<file path="config.mk">
export PLATFORM = sky130hd
export DESIGN_NAME = multicycle_control_fsm
export DESIGN_NICKNAME = d
export VERILOG_FILES = /design/src/rtl/multicycle_control_fsm.sv
export SDC_FILE = /design/constraint.sdc
export NUM_CORES = 1
export LEC_CHECK = 0
export ABC_AREA = 1
export ABC_CLOCK_PERIOD_IN_PS = 1600
export CAP_MARGIN = 20
export CORE_MARGIN = 1
export CORE_UTILIZATION = 40
export CTS_CLUSTER_DIAMETER = 100
export DETAILED_ROUTE_END_ITERATION = 10
export GPL_TIMING_DRIVEN = 0
export PLACE_DENSITY = 0.7
export SLEW_MARGIN = 0
export SYNTH_ARGS = -nofsm -noshare
export SYNTH_HDL_FRONTEND = slang
export SYNTH_SLANG_ARGS = --single-unit
</file>
<file path="constraint.sdc">
create_clock -name clk -period 1.6 [get_ports clk]
set_clock_uncertainty 0.1 [all_clocks]
set_input_delay 0.4 -clock clk [delete_from_list [all_inputs] [get_ports clk]]
set_output_delay 0.4 -clock clk [all_outputs]
set_load 0.03 [all_outputs]
</file>
<file path="src/rtl/multicycle_control_fsm.sv">
// Multi-cycle RV32I control unit: FETCH/DECODE/EXEC/MEM/WB sequencing with
// registered decode fields, memory handshakes, wait timeout and trap handling.
module multicycle_control_fsm #(
  parameter bit EN_FENCE_SYS = 1'b1,
  parameter int MEM_TIMEOUT  = 0
) (
  input  logic       clk,
  input  logic       rst_n,
  input  logic [6:0] opcode,
  input  logic       imem_ack,
  input  logic       dmem_ack,
  input  logic       trap_clear,
  output logic       imem_req,
  output logic       dmem_req,
  output logic       ir_write,
  output logic       pc_write,
  output logic       branch_op,
  output logic       memRead,
  output logic       memtoReg,
  output logic       memWrite,
  output logic       regWriteEn,
  output logic       operand_B_sel,
  output logic [1:0] next_PC_sel,
  output logic [1:0] operand_A_sel,
  output logic [1:0] extend_sel,
  output logic [2:0] ALUOp,
  output logic       trap,
  output logic [1:0] trap_cause,
  output logic [2:0] state_o
);

  localparam logic [2:0] ST_RST    = 3'd0;
  localparam logic [2:0] ST_FETCH  = 3'd1;
  localparam logic [2:0] ST_DECODE = 3'd2;
  localparam logic [2:0] ST_EXEC   = 3'd3;
  localparam logic [2:0] ST_MEM    = 3'd4;
  localparam logic [2:0] ST_WB     = 3'd5;
  localparam logic [2:0] ST_TRAP   = 3'd6;

  localparam logic [6:0] OP_R      = 7'b0110011;
  localparam logic [6:0] OP_I      = 7'b0010011;
  localparam logic [6:0] OP_LOAD   = 7'b0000011;
  localparam logic [6:0] OP_STORE  = 7'b0100011;
  localparam logic [6:0] OP_BRANCH = 7'b1100011;
  localparam logic [6:0] OP_JAL    = 7'b1101111;
  localparam logic [6:0] OP_JALR   = 7'b1100111;
  localparam logic [6:0] OP_AUIPC  = 7'b0010111;
  localparam logic [6:0] OP_LUI    = 7'b0110111;
  localparam logic [6:0] OP_FENCE  = 7'b0001111;
  localparam logic [6:0] OP_SYSTEM = 7'b1110011;

  // Instruction class decides the path taken out of EXEC.
  localparam logic [1:0] KIND_WB    = 2'd0;
  localparam logic [1:0] KIND_LOAD  = 2'd1;
  localparam logic [1:0] KIND_STORE = 2'd2;
  localparam logic [1:0] KIND_SHORT = 2'd3;

  localparam int CW = (MEM_TIMEOUT > 0) ? $clog2(MEM_TIMEOUT + 1) : 1;
  localparam logic [CW-1:0] TO_LIMIT = CW'((MEM_TIMEOUT > 0) ? MEM_TIMEOUT - 1 : 0);

  logic [2:0]    state, state_next;
  logic [CW-1:0] wait_cnt;
  logic [1:0]    trap_cause_r, trap_cause_next;
  logic          timeout_hit;

  logic [2:0] dec_alu, alu_r;
  logic [1:0] dec_a, a_r, dec_ext, ext_r, dec_npc, npc_r, dec_kind, kind_r;
  logic       dec_b, b_r, dec_branch, branch_r, dec_m2r, m2r_r, dec_legal;

  always_comb begin
    dec_alu    = 3'b000;
    dec_a      = 2'b00;
    dec_b      = 1'b0;
    dec_ext    = 2'b00;
    dec_npc    = 2'b00;
    dec_branch = 1'b0;
    dec_m2r    = 1'b0;
    dec_kind   = KIND_WB;
    dec_legal  = 1'b1;
    case (opcode)
      OP_R:      dec_alu = 3'b000;
      OP_I:      begin dec_alu = 3'b001; dec_b = 1'b1; end
      OP_LOAD:   begin dec_alu = 3'b100; dec_b = 1'b1; dec_m2r = 1'b1; dec_kind = KIND_LOAD; end
      OP_STORE:  begin dec_alu = 3'b101; dec_b = 1'b1; dec_ext = 2'b01; dec_kind = KIND_STORE; end
      OP_BRANCH: begin dec_alu = 3'b010; dec_npc = 2'b01; dec_branch = 1'b1; dec_kind = KIND_SHORT; end
      OP_JAL:    begin dec_alu = 3'b011; dec_a = 2'b10; dec_npc = 2'b10; end
      OP_JALR:   begin dec_alu = 3'b011; dec_a = 2'b10; dec_b = 1'b1; dec_npc = 2'b11; end
      OP_AUIPC:  begin dec_alu = 3'b110; dec_a = 2'b01; dec_b = 1'b1; dec_ext = 2'b10; end
      OP_LUI:    begin dec_alu = 3'b110; dec_a = 2'b11; dec_b = 1'b1; dec_ext = 2'b10; end
      OP_FENCE, OP_SYSTEM: begin dec_kind = KIND_SHORT; dec_legal = EN_FENCE_SYS; end
      default:   dec_legal = 1'b0;
    endcase
  end

  assign timeout_hit = (MEM_TIMEOUT != 0) && (wait_cnt == TO_LIMIT);

  // An ack arriving on the limit cycle takes priority over the timeout.
  always_comb begin
    state_next      = state;
    trap_cause_next = trap_cause_r;
    case (state)
      ST_RST:    state_next = ST_FETCH;
      ST_FETCH:
        if (imem_ack) state_next = ST_DECODE;
        else if (timeout_hit) begin
          state_next      = ST_TRAP;
          trap_cause_next = 2'b10;
        end
      ST_DECODE:
        if (!dec_legal) begin
          state_next      = ST_TRAP;
          trap_cause_next = 2'b01;
        end else state_next = ST_EXEC;
      ST_EXEC:
        case (kind_r)
          KIND_LOAD, KIND_STORE: state_next = ST_MEM;
          KIND_SHORT:            state_next = ST_FETCH;
          default:               state_next = ST_WB;
        endcase
      ST_MEM:
        if (dmem_ack) state_next = (kind_r == KIND_LOAD) ? ST_WB : ST_FETCH;
        else if (timeout_hit) begin
          state_next      = ST_TRAP;
          trap_cause_next = 2'b11;
        end
      ST_WB:     state_next = ST_FETCH;
      ST_TRAP:
        if (trap_clear) begin
          state_next      = ST_FETCH;
          trap_cause_next = 2'b00;
        end
      default:   state_next = ST_FETCH;
    endcase
  end

  always_ff @(posedge clk or negedge rst_n) begin
    if (!rst_n) begin
      state        <= ST_RST;
      trap_cause_r <= 2'b00;
    end else begin
      state        <= state_next;
      trap_cause_r <= trap_cause_next;
    end
  end

  // Counter restarts whenever a state is entered, so FETCH and MEM each get a fresh budget.
  always_ff @(posedge clk or negedge rst_n) begin
    if (!rst_n) wait_cnt <= '0;
    else if (state_next != state) wait_cnt <= '0;
    else if (state == ST_FETCH || state == ST_MEM) wait_cnt <= wait_cnt + CW'(1);
  end

  always_ff @(posedge clk or negedge rst_n) begin
    if (!rst_n) begin
      alu_r    <= 3'b000;
      a_r      <= 2'b00;
      b_r      <= 1'b0;
      ext_r    <= 2'b00;
      npc_r    <= 2'b00;
      branch_r <= 1'b0;
      m2r_r    <= 1'b0;
      kind_r   <= KIND_WB;
    end else if (state == ST_DECODE) begin
      alu_r    <= dec_alu;
      a_r      <= dec_a;
      b_r      <= dec_b;
      ext_r    <= dec_ext;
      npc_r    <= dec_npc;
      branch_r <= dec_branch;
      m2r_r    <= dec_m2r;
      kind_r   <= dec_kind;
    end
  end

  assign imem_req      = (state == ST_FETCH);
  assign ir_write      = (state == ST_FETCH) && imem_ack;
  assign dmem_req      = (state == ST_MEM);
  assign memRead       = (state == ST_MEM) && (kind_r == KIND_LOAD);
  assign memWrite      = (state == ST_MEM) && (kind_r == KIND_STORE);
  assign regWriteEn    = (state == ST_WB);
  assign pc_write      = ((state == ST_EXEC) && (kind_r == KIND_SHORT)) ||
                         ((state == ST_MEM) && dmem_ack && (kind_r == KIND_STORE)) ||
                         (state == ST_WB);
  assign branch_op     = branch_r;
  assign memtoReg      = m2r_r;
  assign operand_B_sel = b_r;
  assign next_PC_sel   = npc_r;
  assign operand_A_sel = a_r;
  assign extend_sel    = ext_r;
  assign ALUOp         = alu_r;
  assign trap          = (state == ST_TRAP);
  assign trap_cause    = trap_cause_r;
  assign state_o       = state;

endmodule

</file>
* Word-level counts from Yosys, hierarchy flattened *
Index checks and enable logic that the tools add are counted.

cells by class
  eq/ne operators = 24
  mux-type cells = 19
  reduce and logical (&&, ||, !) cells = 17

operators with widths
  cell                  number
  $eq A7 B7 Y1 const B  4
  $eq A7 B6 Y1 const B  3
  $pmux W2 S3           3
  $pmux W3 S6           1
  $mux W3               5
  $pmux W3 S5           1
  $eq A7 B5 Y1 const B  2
  $reduce_or A11 Y1     1
  $eq A3 B3 Y1 const B  3
  $ne A2 B2 Y1 const B  4
  $pmux W2 S2           2
  $eq A7 B2 Y1 const B  1
  $eq A7 B4 Y1 const B  1
  $eq A3 B2 Y1 const B  2
  $logic_and A1 B1 Y1   6
  $pmux W3 S2           1
  $reduce_and A3 Y1     2
  $reduce_or A2 Y1      3
  $reduce_or A6 Y1      1
  $eq A2 B2 Y1 const B  2
  $mux W1               4
  $mux W2               2
  $eq A3 B1 Y1 const B  1
  $reduce_or A3 Y1      1
  3 further kinds       4

storage, ports and cells
  register bits after elaboration = 19
  output and inout port bits = 25

* Depth between registers and ports, before layout *
  word-level depth = 5
  mapped depth = 10

* Worst setup path before layout *
No wires, ideal clock.

  path kind = register to output
  start = reg state[2], in the netlist state_o[2]
  end = out pc_write
  arrival = 1757 ps
  data required time = 1100 ps
  path slack = -657 ps
  stages on the path, launching flop included = 4
  buffers on the path = 0
  cell sequence = dfrtp_1 -> inv_2 -> nor3_1 -> nand3b_1

RTL lines
  what                      RTL line  source
  start: declaration        61        logic [2:0] state, state_next;
  start signal: assignment  141       state <= state_next;
  $eq A3 B3 Y1              n/a
  via regWriteEn            21        output logic regWriteEn,
  $logic_or A1 B1 Y1        182       ((state == ST_MEM) && dmem_ack && (kind_r == KIND_STORE)) ||
  end: declaration          16        output logic pc_write,

The timed path passes the listed nets, and every way through them passes these cells.

* Final worst setup path *
  start = reg state[2], in the netlist state_o[2]
  end = out ir_write

between the ends
  longest elaborated chain between the ends = 2

ends and longest elaborated chain
  what                 RTL line  source
  $eq A3 B1 Y1         176       assign ir_write = (state == ST_FETCH) && imem_ack;
  $logic_and A1 B1 Y1  176
  end: declaration     15        output logic ir_write,

No other way between the ends.

==> metrics.yaml <==
placed_design:
  dp_cells: 209
  dp_hpwl_microns: 2061
  gp_congestion: 0.8294
  portBuffers: 35
min_path:
  hold_class: "primary input to register"
die:
  rows: 18
  ios: 37
  dieArea_sq_um: 2817
  chipHeight_microns: 53.08
  die_w_microns: 53.08
  core_sq_um: 2477
  initial_utilization_pct: 42.12
sta:
  holdWs_ns: 0.3764
  hold_violations: 0
  worstMarginPinSlew_ns: 0.7706
  setup-violations-final: 8
  finalCriticalPeriod_ns: 1.883
  rsz0062_at_grt: "true"
  max_freq_mhz: 531.0
  post-route-period-util_pct: 117.7
  final_max_slew_viol_count: 0
  slew-limit-headroom_pct: 48.47
  finalSetupTns_ns: -1.433
  timing.final.ws_setup_ns: -0.2834
detailed_routing:
  drt_iter0_drc: 22
  drc_errors: 0
  vias: 1165
  dr.pass1.iters: 4
  avgRoutedWirePerCell_microns: 12.51
  wirelength_microns: 2914
  avgViaCountPerCell: 5.000
  ant_nets: 0
yosys:
  synth_edf_count: 0
  syn_area_sq_um: 1044
  synth-main-ff-cell: "dfrtp_1"
  synthTopCellsByCount: "nand2_1 (33), inv_1 (20), nor2_1 (19)"
  ys_ff_latch: 17
  synth.distinct_cells: 23
  netlist_instances: 144
  yosysTopAreaCell: "dfrtp_1"
  ys_top_cells_by_area: "dfrtp_1 (41%), nand2_1 (12%), inv_1 (7.2%)"
  yosysWarningCount: 0
  synth.most_common_cell: "nand2_1"
  syn_avg_cell_area_sq_um: 7.247
  yosysTopAreaCellShare_pct: 40.77
  async_flop_share_pct: 100.0
  synth_nets: 160
  ys_seq_area_share_pct: 40.77
layout:
  fill_cells: 187
  antenna_cells: 0
  syn_to_final_growth_pct: 66.79
  drive_gt1_share_pct: 37.93
  fin_cells: 233
  ff_latch_area_sq_um: 430.4
  nets: 220
  multi_input_area_sq_um: 611.8
  fin_util_pct: 70.25
cts:
  cts_tree: "yes"
  cts_max_level: 1
  clkSinkCount: 17
  cts_buffers: 3
  clock_latency_ns: 0.29
  root_buffer: "clkbuf_4"
  clk_pin_slew_ns: 0.10
  clock_path_buffers: 2
power:
  p_per_area_nw_per_um2: 1647
  swShare_pct: 46.81
  pwr-share-seq_pct: 26.0
  switchingPower_mw: 1.341
  power_mw: 2.866
  comb_power_share_pct: 66.1
  p_clk_share_pct: 8.0
  internal-power_mw: 1.524
  vdd_drop_max_mv: 1.217
  leakagePower_nw: 0.9370
flow_run:
  cap_violations: 0
global_routing:
  grt_pass1_wl_microns: 4436
  grt_overflow_total: 0
  grt_pass1_vias: 1053
  grt_max_degree: 18
  grt.total_usage_pct: 21.55
  antenna_found_initial: 0
worst_setup_path:
  worstSetupPathType: "register to primary output"
  crit_fanout: 4
  start_kind: "register"
  cp-end-kind: "primary output"
  cp.arrival_ns: 1.38
  required_ns: 1.10
status:
  outcome: "finished with violations"
  violations: "negative setup slack"
==> kinds of logic (layout without fill, tap and decap cells) <==
logic type	Yosys count	after routing	share of synthesized area, %
buffers and inverters	29	88	11.63
other	1	1	0.3594
adders and majority gates	4	4	4.796
AOI/OAI and AO/OA	15	15	9.472
DFF	17	17	40.77
and+or+nand+nor	78	78	32.97
==> cell type report <==
type / instances / area share (%)
clock inverter: 1 / 0.2876
timing repair buffer: 55 / 28.97
buffer: 4 / 1.582
inverter: 25 / 5.823
sequential: 17 / 24.73
clock buffer: 3 / 1.294
tap: 30 / 2.157
multi-input combinational: 98 / 35.15
==> power by group through the flow <==
stage | Sequential, mW | Clock (mW) | Combinational (mW)
finish | 0.744 | 0.228 | 1.89
global route | 0.764 | 0.257 | 2.03
CTS | 0.731 | 0.237 | 1.69
detailed placement | 0.752 | 0 | 1.50
global placement | 0.739 | 0 | 1.47
floorplan | 1.00 | 0 | 0.699
==> routing by layer <==
metal / share of wire (%) / track usage (%) / wire length [microns] / up-vias
met5: 0 / 0 / 0 / -
met4: 0.93 / 4.386 / 27 / 0
met3: 5.0 / 3.161 / 147 / 5
met2: 54 / 41.77 / 1561 / 38
met1: 40 / 24.46 / 1177 / 545
li1: - / - / - / 577
==> critical path, cell delays in order (launching register included) <==
cell and delay, ns:
dfrtp_2 0.46, inv_4 0.11, nand2_4 0.08, nor2_4 0.15, inv_2 0.06, nor2_4 0.10
buf_6 0.13
==> sequential cells by signal, summed over array words and instances (netlist names) <==
signal	cells
memtoReg	1
next_PC_sel	2
operand_A_sel	2
branch_op	1
ALUOp	3
kind_r	2
operand_B_sel	1
trap_cause	1
state_o	3
extend_sel	1
==> path summary, 6_finish.rpt <==
check	from	endpoint	slack, ns	depth (start not counted)
max	state_o[2]$_DFFE_PN0P_	ir_write	-0.28	6
min	opcode[5]	operand_A_sel[1]$_DFFE_PN0P_	0.38	3
max reg2reg	state_o[2]$_DFFE_PN0P_	state_o[1]$_DFFE_PN0P_	0.08	10
min reg2reg	memtoReg$_DFFE_PN0P_	memtoReg$_DFFE_PN0P_	0.39	2
max in group asynchronous	rst_n	kind_r[1]$_DFFE_PN0P_	0.42	1
min in group asynchronous	rst_n	memtoReg$_DFFE_PN0P_	0.45	1
==> what timing repair did <==
| action | 4_1_cts | 5_1_grt |
|---|---|---|
| setup endpoints to repair | 25 | 25 |
| hold buffers | 0 | 0 |
| cloned | 0 | 0 |
| pin swaps | 6 | 5 |
| setup buffers | 12 | 8 |
| gates resized for setup | 98 | 30 |
==> placed cells by master, fill, tap and decap left out, drive strengths merged <==
| cell type | count |
|---|---|
| a21oi | 3 |
| conb | 1 |
| dlymetal6s2s | 3 |
| clkdlybuf4s50 | 7 |
| nand2 | 35 |
| clkinv | 1 |
| dlygate4sd2 | 9 |
| o211ai | 2 |
| clkdlybuf4s15 | 3 |
| clkbuf | 5 |
| nor3 | 5 |
| nand3 | 11 |
| inv | 25 |
| o22ai | 1 |
| nor2 | 21 |
| nand4 | 5 |
| nand3b | 1 |
| buf | 35 |
| dfrtp | 17 |
| o21a | 1 |
| ha | 4 |
| o21ai | 4 |
| a2bb2oi | 4 |
==> metrics by stage <==
step / setup WS, ns / area (sq um)
global route: -0.3378 / 1740
global placement: -0.5944 / 1484
finish: -0.2834 / 1740
floorplan: -0.2077 / 1096
CTS: -0.2430 / 1610
detailed placement: -0.6338 / 1484
(Power assumes the default switching activity.)
